### src/rtl/mem_port_arbiter.sv
// -----------------------------------------------------------------------------
// mem_port_arbiter
//
// Shares the single main-memory port of the ARC datapath between the
// instruction-fetch path and the data path (ld/st). The two requesters take
// turns in round-robin order. Memory is fixed-latency, with WAIT_STATES extra
// cycles per access. Each access runs IDLE -> ACCESS -> ACK -> IDLE.
//
// Parameters
//   AW           address width
//   DW           data width
//   WAIT_STATES  extra memory cycles per access (0..15)
//
// Ports
//   clk, rst           clock, asynchronous active-low reset
//   i_req/i_addr       fetch request and address (held until i_ack)
//   i_ack/i_rdata      one-cycle fetch completion pulse, fetched word (held)
//   d_req/d_we/d_addr/d_wdata
//                      data request, store flag, address, store data
//   d_ack/d_rdata      one-cycle data completion pulse, load data (held)
//   mem_en/mem_we/mem_addr/mem_wdata
//                      memory strobe, write enable, address, write data
//                      (all zero whenever no access is in progress)
//   mem_rdata          memory read data, valid in the last access cycle
//   busy               high whenever the arbiter is not idle
// -----------------------------------------------------------------------------
module mem_port_arbiter #(
   parameter int AW          = 32,
   parameter int DW          = 32,
   parameter int WAIT_STATES = 1
) (
   input  logic          clk,
   input  logic          rst,
   input  logic          i_req,
   input  logic [AW-1:0] i_addr,
   output logic          i_ack,
   output logic [DW-1:0] i_rdata,
   input  logic          d_req,
   input  logic          d_we,
   input  logic [AW-1:0] d_addr,
   input  logic [DW-1:0] d_wdata,
   output logic          d_ack,
   output logic [DW-1:0] d_rdata,
   output logic          mem_en,
   output logic          mem_we,
   output logic [AW-1:0] mem_addr,
   output logic [DW-1:0] mem_wdata,
   input  logic [DW-1:0] mem_rdata,
   output logic          busy
);

   // The wait counter is 4 bits wide, so only 0..15 wait states fit.
   if (WAIT_STATES < 0 || WAIT_STATES > 15) begin : g_ws_range
      $error("mem_port_arbiter: WAIT_STATES=%0d is outside 0..15", WAIT_STATES);
   end

   localparam logic [3:0] WS_LOAD = 4'(WAIT_STATES);

   typedef enum logic [1:0] {
      IDLE   = 2'd0,
      ACCESS = 2'd1,
      ACK    = 2'd2
   } state_t;

   typedef enum logic {
      GNT_FETCH = 1'b0,
      GNT_DATA  = 1'b1
   } grant_t;

   state_t     state;
   grant_t     last_grant;   // also identifies the owner of the access in flight
   logic [3:0] wait_cnt;
   logic       grant_fetch;

   // Round-robin pick. A lone request always wins; on a tie the requester
   // that was not served last wins.
   // NOTE: every signal assigned in always_comb gets a default first, so no
   // path can leave it unassigned and infer a latch.
   always_comb begin
      grant_fetch = 1'b0;
      if (i_req && d_req) begin
         grant_fetch = (last_grant == GNT_DATA);
      end else begin
         grant_fetch = i_req;
      end
   end

   // The mem_* output registers double as the grant latches. They are loaded
   // at grant, hold through ACCESS, and are cleared on the way to ACK. This
   // keeps the idle bus at zero and makes later requester changes invisible.
   // Because reset is asynchronous, a reset in the middle of an access drops
   // mem_en/mem_we at once and the access is simply lost.
   // NOTE: state registers use non-blocking assignments so every flop samples
   // pre-edge values regardless of statement order.
   always_ff @(posedge clk or negedge rst) begin
      if (!rst) begin
         state      <= IDLE;
         last_grant <= GNT_DATA;
         wait_cnt   <= '0;
         i_ack      <= 1'b0;
         d_ack      <= 1'b0;
         i_rdata    <= '0;
         d_rdata    <= '0;
         mem_en     <= 1'b0;
         mem_we     <= 1'b0;
         mem_addr   <= '0;
         mem_wdata  <= '0;
      end else begin
         // Acks are single-cycle pulses.
         i_ack <= 1'b0;
         d_ack <= 1'b0;

         case (state)
            IDLE: begin
               if (i_req || d_req) begin
                  state    <= ACCESS;
                  wait_cnt <= WS_LOAD;
                  mem_en   <= 1'b1;
                  if (grant_fetch) begin
                     last_grant <= GNT_FETCH;
                     mem_addr   <= i_addr;
                     mem_we     <= 1'b0;
                     mem_wdata  <= '0;
                  end else begin
                     last_grant <= GNT_DATA;
                     mem_addr   <= d_addr;
                     mem_we     <= d_we;
                     // Write data is only visible on the bus during a store.
                     mem_wdata  <= d_we ? d_wdata : '0;
                  end
               end
            end

            ACCESS: begin
               if (wait_cnt == 4'd0) begin
                  // Last access cycle: read data is valid now.
                  if (!mem_we) begin
                     if (last_grant == GNT_FETCH) begin
                        i_rdata <= mem_rdata;
                     end else begin
                        d_rdata <= mem_rdata;
                     end
                  end
                  if (last_grant == GNT_FETCH) begin
                     i_ack <= 1'b1;
                  end else begin
                     d_ack <= 1'b1;
                  end
                  mem_en    <= 1'b0;
                  mem_we    <= 1'b0;
                  mem_addr  <= '0;
                  mem_wdata <= '0;
                  state     <= ACK;
               end else begin
                  wait_cnt <= wait_cnt - 4'd1;
               end
            end

            // The ack cycle never grants. Requesters drop req after seeing
            // their ack, so the next IDLE sample sees their updated request.
            ACK: begin
               state <= IDLE;
            end

            default: begin
               state <= IDLE;
            end
         endcase
      end
   end

   assign busy = (state != IDLE);

endmodule
### config.mk
export PLATFORM = sky130hd
export DESIGN_NAME = mem_port_arbiter
export DESIGN_NICKNAME = d
export VERILOG_FILES = /design/src/rtl/mem_port_arbiter.sv
export SDC_FILE = /design/constraint.sdc
export NUM_CORES = 1
export LEC_CHECK = 0
export ABC_AREA = 1
export CAP_MARGIN = 20
export CORE_MARGIN = 5
export CORE_UTILIZATION = 43
export CTS_CLUSTER_SIZE = 12
export DETAILED_ROUTE_END_ITERATION = 10
export GPL_TIMING_DRIVEN = 0
export HOLD_SLACK_MARGIN = 0.05
export PLACE_DENSITY = 0.92
export SLEW_MARGIN = 20
export SYNTH_ARGS = -nofsm -noshare
export SYNTH_HDL_FRONTEND = slang
export SYNTH_SLANG_ARGS = --single-unit
### constraint.sdc
create_clock -name clk -period 1.9 [get_ports clk]
set_input_delay 0.38 -clock clk [delete_from_list [all_inputs] [get_ports clk]]
set_output_delay 0.38 -clock clk [all_outputs]
set_load 0.05 [all_outputs]
# --- Word level (Yosys, flattened, before mapping) ---
# Cells that the tools add are included.
totals:
  register_bits: 139
  out_inout_bits: 133
  word_cells: 58
op_classes:
  n_addsub: 1
  n_eq_ne: 4
  n_mux: 28
  bitwise_logic: 2
  n_reduce_logical: 12
ops:
  columns: ["operator", "count"]
  rows:
  - ["$mux 32", 6]
  - ["$pmux 32 s2", 2]
  - ["$mux 1", 12]
  - ["$mux 4", 2]
  - ["$pmux 4 s2", 1]
  - ["$reduce_and 4->1", 2]
  - ["$ne 2x2->1 const B", 3]
  - ["$reduce_and 3->1", 2]
  - ["$logic_not 4->1", 1]
  - ["$mux 2", 2]
  - ["$pmux 1 s2", 2]
  - ["$pmux 2 s2", 1]
  - ["$reduce_and 2->1", 2]
  - ["$reduce_bool 2->1", 2]
  - ["$sub 4x1->4 const B", 1]
  - ["$eq 2x1->1 const B", 1]
  - ["$logic_not 2->1", 1]
  - ["$not 1->1", 2]
  - ["$logic_and 1x1->1", 1]
  - ["$logic_or 1x1->1", 1]

# --- Longest topological paths before layout ---
depth:
  depth_word: 5
  mapped_depth: 8

# --- Worst setup path after synthesis ---
# Ideal clock, no wire load.
synth_timing:
  kind: "register -> register"
  start: "register state[0]"
  end: "register mem_wdata[22]"
  setup_time_ps: 67
  arrival_ps: 1464
  required_time_ps: 1833
  path_slack_ps: 369
  path_stages_with_launch: 8
  path_buffers: 2
  synth_period_minus_slack_ps: 1531
  path_cell_list: "dfrtp_1 -> inv_1 -> nand2_1 -> nor2_2 -> buf_4 -> buf_6 -> nand4_1 -> nand2_1"
synth_between:
  elab_chain_cells: 3
  elab_cells_between_ends: 7
synth_rtl:
  columns: ["item", "line", "rtl"]
  rows:
  - ["from (decl)", "70", "state_t state;"]
  - ["from (signal assigned)", "97", "state <= IDLE;"]
  - ["from (signal assigned)", "116", "state <= ACCESS;"]
  - ["from (signal assigned)", "153", "state <= ACK;"]
  - ["$eq 2x1->1 or $logic_not 2->1 (tied branches)", "113", "case (state)"]
  - ["$ne 2x2->1 (no line) or $reduce_bool 2->1 (tied branches)", null, null]
  - ["$reduce_and 3->1 (no line)", null, null]
  - ["to (signal assigned)", "129", "mem_wdata <= d_we ? d_wdata : '0;"]
  - ["to (decl)", "47", "output logic [DW-1:0] mem_wdata,"]
# Several ways; a longest one is shown, not always the timed one.
# A chain may end at the register's enable or synchronous reset.

# --- Worst setup path in the final report ---
layout_timing:
  start: "register wait_cnt[0]"
  end: "register d_rdata[19]"
layout_between:
  elab_chain_cells: 2
layout_rtl:
  columns: ["item", "line", "rtl"]
  rows:
  - ["from (decl)", "72", "logic [3:0] wait_cnt;"]
  - ["from (signal assigned)", "155", "wait_cnt <= wait_cnt - 4'd1;"]
  - ["$logic_not 4->1", "135", "if (wait_cnt == 4'd0) begin"]
  - ["$reduce_and 4->1 (no line)", null, null]
  - ["to (signal assigned)", "141", "d_rdata <= mem_rdata;"]
  - ["to (decl)", "43", "output logic [DW-1:0] d_rdata,"]
# No other way between the ends.

==> impl_metrics.ini <==
[clock_tree]
cts_buffers = 17
clock_sinks = 139
postCtsSetupBuffers = 0
clk_latency_ns = 0.41
root_buffer = clkbuf_16
cts_tree = built
path_clk_slew_ns = 0.06
clockBufferDepth = 2
htree_levels = 4

[route]
dr.pass1.iters = 4
final_antenna_net_count = 0
routed_via_density = 5.15
first_iter_violations = 295
wirelength_mm = 20.8
post_drt_wl_per_cell_um = 17.1
vias = 6265
drc_errors = 0

[sta]
tns_ns = 0
hold_violations = 0
drv_slew = 0
period_needed_ns = 1.76
timing.final.crit_share_pct = 92.8
setup_viol = 0
worstMarginPinSlew_ns = 0.598
clock.fmax_mhz = 567
finalClockSkew_ns = 0.0115
max_slew_margin_pct = 60.3
hold-worst-slack_ns = 0.281

[yosys]
synthAdderAreaFrac_pct = 0.397
avgSynthCellArea_sq_um = 8.57
synth_compound_area_share_pct = 0.218
synth_warnings = 0
netlist_instances = 736
synthMuxAreaShare_pct = 0
synth_fp_nets = 871
synth_top_family_by_area = simple AND/OR/NAND/NOR gates
synth-seq-cells = 139
ys_seq_area_share_pct = 55.2
synthDistinctLibCells = 22
netlist_area_sq_mm = 0.00631
synthSimpleGateAreaFrac_pct = 36.3
synth_xor_area_share_pct = 0.139

[global_routing]
grt_pass1_wl_mm = 33.5
grt_use_total_pct = 24.0
antenna_found_initial = 0
grt_pass1_vias = 6346
grt.overflow.total = 0
grt_max_degree = 75

[floorplan]
ios = 266
initial_core_util_pct = 43.6
dieArea_sq_mm = 0.0172
die_w_um = 131
core_sq_mm = 0.0145
die_h_um = 131
rows = 44

[critical_path]
criticalPathCategory = flip-flop to flip-flop
critPathLaunchType = flip-flop
required_ns = 2.19
reg2reg_depth = 8
worstPathArrival_ns = 2.06
crit_path_end_kind = flip-flop
cp_max_fo = 10

[place]
io_buffers = 263
hpwlAfterDp_mm = 15.7
place_area_sq_mm = 0.00920
finalWeightedCongestion = 0.893

[finish]
layout-drive-gt1-share_pct = 8.23
layout_commonest_cell = nand2_1
nets = 1155
num_antenna_cells = 0
layout_common_cells = nand2_1 (247), nand3_1 (167), dfrtp_1 (138)
nFillCells = 1159
fin_area_sq_mm = 0.00969
area_growth_pct = 53.7

[pwr]
p_per_area_mw_per_mm2 = 2050
total_leakage_power_nw = 5.14
p_total_mw = 19.9
peakVddDrop_uv = 1160

[hold_path]
hold_class = primary input to flip-flop
hold_depth = 3

[job]
drv_cap = 0

[status]
status = complete, no violations
## through the flow
step	setup WS [ns]	util (%)	instances
after floorplan	0.369	-	736
after detailed placement	-0.0528	63.6	1184
after CTS	0.00697	66.9	1217
after global routing	-0.00898	67.0	1217
after global placement	-5.06	63.3	1183
final	0.137	67.0	1217
## cell usage after synthesis, drive strengths merged
| master | instances | share of area [%] |
|---|---|---|
| xor2 | 1 | 0.14 |
| buf | 39 | 4.2 |
| nand3 | 170 | 14 |
| nor2 | 12 | 0.99 |
| dfrtp | 138 | 55 |
| o21ai | 2 | 0.22 |
| nand3b | 32 | 3.8 |
| nand4 | 32 | 3.2 |
| inv | 40 | 2.4 |
| ha | 2 | 0.40 |
| dfstp | 1 | 0.42 |
| clkbuf | 19 | 1.1 |
| nand2 | 248 | 15 |
## critical path: stages, from the launching register on
cell	delay [ns]
dfrtp_1	0.39
inv_1	0.12
ha_1	0.23
nand2_1	0.07
nor2_1	0.23
nand3_2	0.21
buf_2	0.25
nand2_1	0.10
nand2_1	0.05
## per-layer routing
layer	track usage, %	up-vias	part of all wire [%]
met5	0	-	0
met3	8.03	55	10
met4	9.87	0	3.4
met1	30.2	2917	40
met2	38.1	318	47
li1	-	2975	-
## layout make-up
| class | count | area [sq um] | share of cell area (%) |
|---|---|---|---|
| flip-flops and latches | 139 | 3480 | 35.9 |
| inverters | 40 | 150 | 1.55 |
| plain buffers | 58 | 339 | 3.50 |
| well taps | 184 | 230 | 2.37 |
| multi-input cells | 499 | 2350 | 24.2 |
| clock inverters | 13 | 188 | 1.94 |
| clock buffers | 19 | 453 | 4.67 |
| repair buffers | 265 | 2500 | 25.8 |
## power by group
group | internal (mW) | switching, mW
sequential | 4.40 | 0.768
clock | 2.28 | 1.30
combinational | 2.85 | 8.27
## timing repair
action                                  in CTS  in global routing
endpoints found under the hold margin       65                  0
hold buffers                                 1                  0
endpoints found under the setup margin     133                 30
gates resized for setup                    135                  4
## sequential cells by signal (all words and copies together) (netlist names)
| signal | flops |
|---|---|
| state | 2 |
| mem_en | 1 |
| last_grant | 1 |
| d_ack | 1 |
| mem_wdata | 32 |
| i_ack | 1 |
| d_rdata | 32 |
| mem_we | 1 |
| mem_addr | 32 |
| wait_cnt | 4 |
| i_rdata | 32 |
## final timing paths
check | start | endpoint | slack (ns)
setup reg to reg | wait_cnt[0] | d_rdata[19] | 0.14
min in group asynchronous | rst | d_rdata[31] | 0.50
max in group asynchronous | rst | last_grant | 0.63
hold reg to reg | d_rdata[30] | d_rdata[30] | 0.47
hold / removal | d_we | mem_wdata[1] | 0.28
setup / recovery | wait_cnt[0] | d_rdata[19] | 0.14
## cell families (layout without fill, tap and decap cells)
group	after synthesis	after routing
AND/OR/NAND/NOR	494	494
flip-flops	139	139
adder cells (fa/ha/maj)	2	2
XOR/XNOR	1	1
buffers and inverters	98	395
AO/OA/AOI/OAI	2	2
Note: power is estimated with default switching activity, not from simulation.
